===== config.mk =====
export PLATFORM = sky130hd
export DESIGN_NAME = rpn_stack_ctrl
export DESIGN_NICKNAME = d
export VERILOG_FILES = /design/src/rtl/rpn_stack_ctrl.sv
export SDC_FILE = /design/constraint.sdc
export NUM_CORES = 1
export LEC_CHECK = 0
export BUFFER_PORTS_ARGS = -buffer_cell sky130_fd_sc_hd__buf_2
export CORE_UTILIZATION = 58
export CTS_BUF_LIST = sky130_fd_sc_hd__clkbuf_8
export CTS_CLUSTER_SIZE = 14
export DETAILED_ROUTE_END_ITERATION = 8
export HOLD_SLACK_MARGIN = 0.05
export PLACE_DENSITY = 0.84
export SLEW_MARGIN = 20
export SYNTH_ARGS = -nofsm -noshare
export SYNTH_HDL_FRONTEND = slang
export SYNTH_SLANG_ARGS = --single-unit

===== constraint.sdc =====
create_clock -name clk -period 4.9 [get_ports clk]
set_clock_uncertainty 0.05 [all_clocks]
set_input_delay 1.225 -clock clk [delete_from_list [all_inputs] [get_ports clk]]
set_output_delay 1.225 -clock clk [all_outputs]
set_load 0.01 [all_outputs]

===== src/rtl/rpn_stack_ctrl.sv =====
// Reverse-Polish evaluation controller driving a push/pop stack port.
// Optional multiplier for opcode 2 is enabled by defining RPN_MUL_EN.
module rpn_stack_ctrl #(
  parameter int WIDTH = 16
) (
  input  logic             clk,
  input  logic             reset,
  input  logic             tok_valid,
  output logic             tok_ready,
  input  logic             tok_is_op,
  input  logic [WIDTH-1:0] tok_data,
  output logic             res_valid,
  output logic [WIDTH-1:0] res_data,
  output logic             err,
  output logic [1:0]       err_code,
  output logic [WIDTH-1:0] stk_data_in,
  output logic             stk_read_write,
  output logic             stk_enable,
  input  logic [WIDTH-1:0] stk_data_out,
  input  logic             stk_e_flag,
  input  logic             stk_f_flag
);

`ifdef RPN_MUL_EN
  localparam bit MUL_EN = 1'b1;
`else
  localparam bit MUL_EN = 1'b0;
`endif

  localparam logic [1:0] OP_ADD  = 2'd0;
  localparam logic [1:0] OP_SUB  = 2'd1;
  localparam logic [1:0] OP_MUL  = 2'd2;
  localparam logic [1:0] OP_EMIT = 2'd3;

  localparam logic [1:0] E_UNDER   = 2'b01;
  localparam logic [1:0] E_OVER    = 2'b10;
  localparam logic [1:0] E_ILLEGAL = 2'b11;

  typedef enum logic [3:0] {
    IDLE, PUSH, POP_B, CAP_B, POP_A, CAP_A, WB, EMIT_POP, EMIT_CAP, ERR
  } state_t;

  state_t           state, state_d;
  logic [1:0]       err_code_q, err_code_d;
  logic [WIDTH-1:0] opnd_q, a_q, b_q, res_q;
  logic [1:0]       op_q;
  logic             accept;

  // Wrapping arithmetic; the multiplier only exists when RPN_MUL_EN is defined.
  function automatic logic [WIDTH-1:0] alu_wrap(input logic [1:0] op,
                                                input logic [WIDTH-1:0] a,
                                                input logic [WIDTH-1:0] b);
    logic [WIDTH-1:0] r;
    case (op)
      OP_SUB:  r = a - b;
`ifdef RPN_MUL_EN
      OP_MUL:  r = a * b;
`endif
      default: r = a + b;
    endcase
    return r;
  endfunction

  assign accept = tok_valid && (state == IDLE);

  always_comb begin
    state_d    = state;
    err_code_d = err_code_q;
    case (state)
      IDLE: begin
        if (tok_valid) begin
          if (!tok_is_op) begin
            if (stk_f_flag) begin
              state_d    = ERR;
              err_code_d = E_OVER;
            end else begin
              state_d = PUSH;
            end
          end else if (tok_data[1:0] == OP_MUL && !MUL_EN) begin
            state_d    = ERR;
            err_code_d = E_ILLEGAL;
          end else if (stk_e_flag) begin
            state_d    = ERR;
            err_code_d = E_UNDER;
          end else if (tok_data[1:0] == OP_EMIT) begin
            state_d = EMIT_POP;
          end else begin
            state_d = POP_B;
          end
        end
      end
      PUSH:     state_d = IDLE;
      POP_B:    state_d = CAP_B;
      CAP_B: begin
        // The second operand is missing once the first pop leaves the stack empty.
        if (stk_e_flag) begin
          state_d    = ERR;
          err_code_d = E_UNDER;
        end else begin
          state_d = POP_A;
        end
      end
      POP_A:    state_d = CAP_A;
      CAP_A:    state_d = WB;
      WB:       state_d = IDLE;
      EMIT_POP: state_d = EMIT_CAP;
      EMIT_CAP: state_d = IDLE;
      ERR:      state_d = ERR;
      default:  state_d = IDLE;
    endcase
  end

  always_ff @(posedge clk or posedge reset) begin
    if (reset) begin
      state      <= IDLE;
      err_code_q <= 2'b00;
    end else begin
      state      <= state_d;
      err_code_q <= err_code_d;
    end
  end

  always_ff @(posedge clk or posedge reset) begin
    if (reset) begin
      opnd_q <= '0;
      op_q   <= 2'b00;
      a_q    <= '0;
      b_q    <= '0;
      res_q  <= '0;
    end else begin
      if (accept) begin
        opnd_q <= tok_data;
        op_q   <= tok_data[1:0];
      end
      if (state == CAP_B)    b_q   <= stk_data_out;
      if (state == CAP_A)    a_q   <= stk_data_out;
      if (state == EMIT_CAP) res_q <= stk_data_out;
    end
  end

  always_comb begin
    stk_enable     = 1'b0;
    stk_read_write = 1'b0;
    stk_data_in    = '0;
    case (state)
      PUSH: begin
        stk_enable  = 1'b1;
        stk_data_in = opnd_q;
      end
      POP_B, POP_A, EMIT_POP: begin
        stk_enable     = 1'b1;
        stk_read_write = 1'b1;
      end
      WB: begin
        stk_enable  = 1'b1;
        stk_data_in = alu_wrap(op_q, a_q, b_q);
      end
      default: ;
    endcase
  end

  assign tok_ready = (state == IDLE);
  assign err       = (state == ERR);
  assign err_code  = err_code_q;
  assign res_valid = (state == EMIT_CAP);
  // Popped value is live on the stack output during the pulse; hold it afterwards.
  assign res_data  = (state == EMIT_CAP) ? stk_data_out : res_q;

endmodule

==> impl_metrics.yaml, run 1 <==
placed_design:
  hpwl_mm: 6.530
  place_congestion: 0.8960
  place.port_buffers: 76
timing:
  setup_viol: 0
  fin_crit_ns: 4.695
  max_freq_mhz: 213.0
  tightest_slew_ns: 1.015
  final_max_slew_viol_count: 0
  relSlewSlack_pct: 31.95
  tns_ns: 0
  hold_viol: 0
  fin_crit_sh_pct: 95.82
routing:
  first_pass_iters: 5
  antenna_left: 0
  wl_per_cell_um: 15.82
  num_vias: 3269
  wl_mm: 9.035
  drc: 0
  viasPerCell: 5.725
  drt_iter0_drc: 205
yosys:
  synth_seq_cells: 70
  synth-async-reset-ratio_pct: 100.0
  syn_avg_cell_area_sq_um: 10.46
  synth_cells: 390
  syn_nets: 445
  synth_ff_type: "dfrtp_1"
  synth_cell_types: 52
  synth_edf_count: 0
  synth_area_sq_um: 4079
  yosysWarnings: 0
  synth_seq_area_share_pct: 42.94
cts:
  h-tree-depth: 3
  clockBufferDepth: 2
  clk_pin_slew_worst_paths_ns: 0.08
  cts_buffers: 9
  cts_root_buf: "clkbuf_8"
  cts_hold_repair.buffers: 0
  cts_sinks: 70
  cts_tree: "done"
  clock_latency_ns: 0.35
cells_and_area:
  final_util_pct: 70.76
  fill_cells: 501
  antennaDiodeCount: 0
  drive_above_1_share_pct: 36.00
  multi_input_area_sq_um: 2243
  area_growth_pct: 17.85
  fin_nets: 525
  final_common_cell: "buf_2"
  most-common-layout-cells: "buf_2 (76), dfrtp_1 (69), mux2_2 (57)"
  seq_area_sq_um: 1753
die:
  num_io_pins: 77
  core-area_sq_um: 6794
  num_rows: 30
  start_util_pct: 60.04
  dieArea_sq_um: 7372
  die_w_um: 85.86
  die_h_um: 85.86
setup_path:
  r2r_cells: 5
  crit_slowest_cell: "dfrtp_2"
  cp-start-kind: "flop"
  endpoint_kind: "output pin"
  r2r_slack_ns: 2.43
  r2r-start: "state[1]$_DFFE_PP0P_"
  crit_family: "simple AND/OR/NAND/NOR gates"
  crit_required_ns: 3.62
  crit_type: "flop to output pin"
  path_buf_inv: 1
  crit_arrival_ns: 3.42
  slowest_delay_ns: 0.47
  crit_fanout: 6
  path_cells: "nor4_4 > nor4b_4 > a21oi_1 > xnor2_1 > ha_1 > and3_1 > a211oi_2 > a21oi_1 > a211o_1 > xnor2_1 > o21ai_1 > buf_2"
  rr_endpoint: "state[1]$_DFFE_PP0P_"
worst_hold_path:
  worstHoldStart: "res_q[11]$_DFF_PP0_"
  min_path_cells: 1
  hold_class: "flop to flop"
  holdPathEnd: "res_q[11]$_DFF_PP0_"
global_routing:
  grt_max_degree: 40
  overflow: 0
  grt_pass1_wl_mm: 14.64
  grt_pass1_vias: 3145
  antenna_found_initial: 0
  grtUsageTotal_pct: 25.39
pwr:
  powerDensity_nw_per_um2: 828.6
  p_leak_nw: 2.258
  p_total_w: 0.003983
  ir_drop_uv: 422.2
status:
  status: "finished, final reports clean"
run:
  maxCapViolations: 0
logic make-up (layout without fill, tap and decap cells):
group | after synthesis | count (layout) | synth area share [%]
XOR/XNOR | 27 | 27 | 5.797
multiplexers | 58 | 58 | 16.01
flip-flops | 70 | 70 | 42.94
buffers and inverters | 27 | 112 | 2.730
AO/OA/AOI/OAI | 89 | 89 | 13.37
adder cells (fa/ha/maj) | 17 | 17 | 5.399
AND/OR/NAND/NOR | 102 | 102 | 13.74
layer usage:
layer,GRT usage [%],routed length [um],vias to the layer above
met3,5.005,486,15
met5,0,0,-
met4,9.242,150,0
li1,-,-,1564
met1,34.83,4170,1580
met2,40.19,4227,110
final cells by class:
type,instances,area share (%)
clock buffers,11,3.149
clock inverters,5,1.197
inverters,13,1.015
multi-input cells,293,46.67
flip-flops and latches,70,36.47
well taps,96,2.499
repair buffers,83,9.006
state kept, by name (all words and copies together) (netlist names):
name      flops
a_q          16
b_q          16
opnd_q       16
res_q        16
state         4
err_code      2
cells in the mapped netlist, types with 2 or more instances:
cell type	n	share of area, %
or3_1	2	0.31
buf_2	8	0.98
nor4_1	2	0.31
o32a_1	2	0.49
nand3b_1	2	0.37
mux2_2	57	16
nor2b_1	2	0.31
o21a_1	2	0.37
nand2_1	35	3.2
a31oi_1	6	0.92
nand3_1	4	0.49
clkbuf_1	6	0.55
xor2_1	10	2.1
a21oi_1	21	2.6
nor4_4	2	1.0
ha_1	16	4.9
nor3_2	2	0.49
nor3_1	10	1.2
a22oi_1	2	0.37
a21o_1	9	1.7
a211oi_1	2	0.37
xnor2_1	17	3.7
nor3b_1	2	0.37
o21ai_0	30	3.7
nor2_1	21	1.9
dfrtp_1	70	43
nand2b_1	9	1.4
o31ai_1	3	0.55
inv_1	13	1.2
power breakdown:
group / total (W) / internal, W / switching (W) / leakage, nW
Sequential: 0.00111 / 0.000857 / 0.000253 / 0.852
Combinational: 0.00239 / 0.00109 / 0.00129 / 1.31
Clock: 0.000485 / 0.000262 / 0.000224 / 0.0976
Total: 0.00398 / 0.00221 / 0.00177 / 2.26
worst max-delay path by stage:
stage                                  start              end  slack [ns]  depth (start not counted)
after floorplan           b_q[2]$_DFFE_PP0P_  stk_data_in[14]        0.88                         11
after global placement    b_q[2]$_DFFE_PP0P_  stk_data_in[14]        0.67                         12
after detailed placement  b_q[2]$_DFFE_PP0P_  stk_data_in[14]        0.59                         12
after CTS                 b_q[2]$_DFFE_PP0P_  stk_data_in[14]        0.12                         12
after global routing      b_q[2]$_DFFE_PP0P_  stk_data_in[14]       -0.03                         12
final                     b_q[2]$_DFFE_PP0P_  stk_data_in[14]        0.20                         12
through the flow:
| stage | cells | hold WS, ns | instance area [sq um] | setup slack [ns] |
|---|---|---|---|---|
| 6_report | 571 | 0.4243 | 4807 | 0.2050 |
| 2_1_floorplan | 390 | 0.4293 | 4079 | 0.8755 |
| 3_5_place_dp | 552 | 0.4147 | 4557 | 0.5894 |
| 5_1_grt | 571 | 0.4411 | 4807 | -0.02956 |
| 4_1_cts | 568 | 0.4325 | 4766 | 0.1188 |
| 3_3_place_gp | 552 | 0.4166 | 4557 | 0.6682 |
worst register-to-register path, delay by kind of cell (launching register included):
family           cells  cell delay, ns
flip-flops           1            0.56
AND/OR/NAND/NOR      4            1.46
AO/OA/AOI/OAI        1            0.29
repair_timing:
item | 4_1_cts | 5_1_grt
buffers inserted | 0 | 3
setup endpoints to repair | 0 | 2
resized for setup | 0 | 5
Power figures use the tool's default switching activity.
==> run 2: changes to the inputs <==
BUFFER_PORTS_ARGS = -buffer_cell sky130_fd_sc_hd__buf_4   (was -buffer_cell sky130_fd_sc_hd__buf_2)
CAP_MARGIN = 20   (was unset)
==> run 2 against run 1 <==
Via count rose by 2.4%. Combinational power grew 3%. Power fell by 0.11%. Sequential cell count unchanged. Worst setup slack lost 0.12 ns. Utilization rose by 2.0 points. Register-to-register slack got worse by 0.02 ns. Maximum frequency is 2.4% lower. Critical path type unchanged.
==> impl_metrics.yaml, run 2 (synthesis gave the netlist of run 1 again) <==
status:
  status: "finished, final reports clean"
routing:
  wl_mm: 9.262
  antenna_left: 0
  wl_per_cell_um: 16.25
  viasPerCell: 5.875
  first_pass_iters: 5
  num_vias: 3349
  drc: 0
  drt_iter0_drc: 233
cells_and_area:
  drive_above_1_share_pct: 35.65
  fill_cells: 489
  final_util_pct: 72.80
  seq_area_sq_um: 1753
  final_common_cell: "buf_4"
  multi_input_area_sq_um: 2237
  antennaDiodeCount: 0
  fin_nets: 525
  fin_area_sq_um: 4946
  most-common-layout-cells: "buf_4 (83), dfrtp_1 (69), mux2_2 (57)"
  area_growth_pct: 21.26
  finalNonFillerCells: 570
pwr:
  seq_power_share_pct: 27.9
  ir_drop_uv: 422.6
  combPwrFrac_pct: 61.8
  p_clk_share_pct: 10.2
  p_leak_nw: 2.291
  p_sw_share_pct: 44.44
  netSwitchingPower_w: 0.001769
  powerDensity_nw_per_um2: 804.5
  p_int_w: 0.002211
die:
  die_h_um: 85.86
  core-area_sq_um: 6794
  num_rows: 30
  die_w_um: 85.86
  dieArea_sq_um: 7372
  num_io_pins: 77
  start_util_pct: 60.04
worst_hold_path:
  min_path_cells: 1
  hold_class: "flop to flop"
placed_design:
  place.port_buffers: 76
  place_area_sq_um: 4747
  dp_slack_ns: 0.5475
  hpwl_mm: 6.828
  place_congestion: 0.9043
  dpl.cell_count: 552
timing:
  setup_viol: 0
  relSlewSlack_pct: 32.82
  tightest_slew_ns: 1.002
  tns_ns: 0
  hold_viol: 0
  max_freq_mhz: 207.8
  worst_slack_ns: 0.08848
  final_max_slew_viol_count: 0
  fin_crit_ns: 4.812
  fin_crit_sh_pct: 98.19
setup_path:
  crit_arrival_ns: 3.54
  crit_fanout: 6
  crit_type: "flop to output pin"
  r2r_cells: 5
  cp-start-kind: "flop"
  crit_required_ns: 3.62
  endpoint_kind: "output pin"
cts:
  cts_sinks: 70
  cts_buffers: 9
  h-tree-depth: 3
  cts_root_buf: "clkbuf_8"
  cts_tree: "done"
  clockBufferDepth: 2
  clk_pin_slew_worst_paths_ns: 0.07
  clock_latency_ns: 0.36
global_routing:
  grt_max_degree: 38
  grtUsageTotal_pct: 26.84
  overflow: 0
  antenna_found_initial: 0
  grt_pass1_wl_mm: 15.34
  grt_pass1_vias: 3186
run:
  maxCapViolations: 0
[run 2: cell types whose count changed in the layout (fill, tap and decap cells not counted), sizes merged]
cell	previous run	this run
clkbuf	11	9
bufinv	1	0
clkinv	1	5
clkinvlp	3	1
[run 2: final cells by class]
type                            count  share of cell area (%)
Clock buffer                        9                   2.504
Clock inverter                      6                  0.8095
Inverter                           13                  0.9866
Multi-Input combinational cell    293                   45.23
Sequential cell                    70                   35.44
Tap cell                           96                   2.429
Timing Repair Buffer               83                   12.60
[run 2: timing repair]
action / CTS / global route
endpoints found under the setup margin: 0 / 1
hold buffers: 0 / 0
buffers inserted: 0 / 3
gates resized for setup: 0 / 3
[run 2: path summary, 6_finish.rpt]
check                                      from              endpoint  slack, ns
hold reg to reg              res_q[0]$_DFF_PP0_    res_q[0]$_DFF_PP0_       0.45
setup reg to reg           state[1]$_DFFE_PP0P_  state[1]$_DFFE_PP0P_       2.41
setup / recovery             b_q[2]$_DFFE_PP0P_       stk_data_in[14]       0.09
hold / removal               res_q[0]$_DFF_PP0_    res_q[0]$_DFF_PP0_       0.45
min in group asynchronous                 reset    res_q[4]$_DFF_PP0_       0.96
max in group asynchronous                 reset   res_q[14]$_DFF_PP0_       2.90
[run 2: worst max-delay path: stages, from the launching register on]
cell and delay, ns:
dfrtp_2 0.46, nor4_4 0.31, nor4b_4 0.36, a31oi_1 0.17, xnor2_1 0.26, ha_1 0.33
and3_1 0.20, a211oi_1 0.24, a21oi_1 0.10, a211o_1 0.25, xnor2_1 0.12, o21ai_0 0.20
buf_4 0.17
[run 2: power by group through the flow]
stage	combinational, W	clock, W	sequential [W]
floorplan	0.00177	0	0.00102
global placement	0.00229	0	0.00109
detailed placement	0.00236	0	0.00112
CTS	0.00237	0.000417	0.00110
global route	0.00268	0.000439	0.00115
finish	0.00246	0.000407	0.00111
[run 2: metrics by stage]
stage	hold WS, ns	power, W
floorplan	0.4293	0.002791
global placement	0.4227	0.003377
detailed placement	0.4342	0.003472
CTS	0.4520	0.003892
global route	0.4592	0.004266
finish	0.4499	0.003979
[run 2: per-layer routing]
| metal | routed length, um | part of all wire, % | track usage (%) | vias to the layer above |
|---|---|---|---|---|
| met2 | 4320 | 47 | 42.78 | 137 |
| met3 | 569 | 6.1 | 5.005 | 25 |
| li1 | - | - | - | 1559 |
| met4 | 162 | 1.7 | 9.091 | 0 |
| met1 | 4210 | 45 | 37.13 | 1628 |
| met5 | 0 | 0 | 0 | - |
==> run 3: changes to the inputs <==
--- a/constraint.sdc
+++ b/constraint.sdc
@@ -4,2 +4,2 @@
 set_output_delay 1.225 -clock clk [all_outputs]
-set_load 0.01 [all_outputs]
+set_load 0.1 [all_outputs]
==> run 3 against run 2 <==
Utilization up 1.2 points. Global-route usage down 0.29 points. Final cell count up 1.1%. Design area up 1.7%. Hold slack worse by 0.0015 ns. Worst setup slack better by 0.060 ns. First-iteration DRC count down 6.4%. Maximum frequency up 1.3%. Via count up 0.21%. Non-clock buffer count up 5. Sequential share of layout area down 0.57 points. Wire length up 1.6%. Critical path type unchanged.
==> impl_metrics.yaml, run 3 (synthesis gave the netlist of run 1 again) <==
status:
  status: "finished, final reports clean"
routing:
  wl_per_cell_um: 16.34
  num_vias: 3356
  first_pass_iters: 5
  wl_mm: 9.411
  viasPerCell: 5.826
  drt_iter0_drc: 218
  antenna_left: 0
  drc: 0
worst_hold_path:
  hold_class: "flop to flop"
  min_path_cells: 1
setup_path:
  endpoint_kind: "output pin"
  path_buf_inv: 1
  crit_slowest_cell: "dfrtp_2"
  crit_required_ns: 3.62
  crit_fanout: 5
  path_cells: "nor4_4 > nor4b_4 > a21oi_2 > xnor2_1 > ha_1 > and3_2 > a211oi_2 > a21oi_1 > a211o_1 > xnor2_1 > o21ai_1 > buf_6"
  cp-start-kind: "flop"
  r2r_slack_ns: 2.24
  r2r_cells: 5
  crit_type: "flop to output pin"
  slowest_delay_ns: 0.43
  crit_arrival_ns: 3.48
  cpMostUsedCell: "xnor2_1"
  crit_family: "simple AND/OR/NAND/NOR gates"
  cp.depth: 12
cells_and_area:
  most-common-layout-cells: "buf_4 (87), dfrtp_1 (68), mux2_2 (57)"
  fin_nets: 530
  area_growth_pct: 23.31
  fill_cells: 497
  final_common_cell: "buf_4"
  drive_above_1_share_pct: 37.71
  finalNonFillerCells: 576
  final_util_pct: 74.03
  antennaDiodeCount: 0
timing:
  final_max_slew_viol_count: 0
  max_freq_mhz: 210.5
  tightest_slew_ns: 0.8549
  hold_viol: 0
  fin_crit_sh_pct: 96.97
  relSlewSlack_pct: 42.94
  tns_ns: 0
  setup_viol: 0
  fin_crit_ns: 4.752
die:
  die_w_um: 85.86
  start_util_pct: 60.04
  core-area_sq_um: 6794
  dieArea_sq_um: 7372
  num_io_pins: 77
  die_h_um: 85.86
  num_rows: 30
placed_design:
  dpl.cell_count: 553
  hpwl_mm: 6.895
  place_congestion: 0.9352
  place.port_buffers: 76
cts:
  cts_sinks: 70
  clk_pin_slew_worst_paths_ns: 0.08
  cts_tree: "done"
  clock_latency_ns: 0.35
  h-tree-depth: 3
  cts_root_buf: "clkbuf_8"
  cts_buffers: 9
  clockBufferDepth: 2
run:
  maxCapViolations: 0
global_routing:
  grt_pass1_wl_mm: 15.11
  grtUsageTotal_pct: 26.56
  overflow: 0
  grt_pass1_vias: 3104
  antenna_found_initial: 0
  grt_max_degree: 53
## run 3: changes by cell type in the layout (fill, tap and decap cells not counted), moves of 2 or more
cell        previous run  this run
buf_4                 83        87
a21oi_1               21        19
clkinvlp_4             1         3
o21ai_0               30        20
a21oi_2                0         2
clkinv_4               2         0
inv_6                  0         2
o21ai_1                1        10
## run 3: worst register-to-register path, cell delays in order (launching register included)
cell and delay, ns:
dfrtp_1 0.58, nor4_4 0.40, nand2_1 0.53, nor4bb_1 0.53, nor3_1 0.09, a2111oi_0 0.34
## run 3: what timing repair did
action | in CTS | in global routing
hold buffers | 0 | 0
pin swaps | 0 | 2
resized for setup | 1 | 8
endpoints found under the setup margin | 1 | 2
buffers inserted | 0 | 7
## run 3: worst paths after layout
path / from / endpoint
hold / removal: res_q[11]$_DFF_PP0_ / res_q[11]$_DFF_PP0_
setup / recovery: b_q[2]$_DFFE_PP0P_ / stk_data_in[14]
max in group asynchronous: reset / err_code[1]$_DFFE_PP0P_
min in group asynchronous: reset / a_q[2]$_DFFE_PP0P_
hold reg to reg: res_q[11]$_DFF_PP0_ / res_q[11]$_DFF_PP0_
setup reg to reg: state[1]$_DFFE_PP0P_ / state[1]$_DFFE_PP0P_
## run 3: layout make-up
class	instances	area (sq um)	area share, %
tap	96	120.1	2.388
sequential	70	1754	34.88
clock buffer	9	123.9	2.463
timing repair buffer	88	664.4	13.21
multi-input combinational	293	2268	45.10
clock inverter	7	48.80	0.9702
inverter	13	50.05	0.9950
## run 3: per-layer routing
metal  vias to the layer above  track usage [%]  part of all wire, %
li1                       1570                -                    -
met3                        13            6.256                  6.0
met1                      1635            35.92                   45
met4                         0            9.242                  1.7
met5                         -                0                    0
met2                       138            42.14                   48
## run 3: through the flow
stage               worst slack [ns]  hold WS [ns]  area, sq um
finish                        0.1485        0.4483         5030
global route                -0.06465        0.4593         5030
CTS                          0.02615        0.4517         4949
detailed placement            0.3898        0.4299         4772
global placement              0.5280        0.4237         4772
floorplan                    -0.2024        0.4293         4096
Power of run 3 is left out: the tool's default activity adds up to more than one toggle a clock period on the data nets, which glitch-free logic cannot reach.
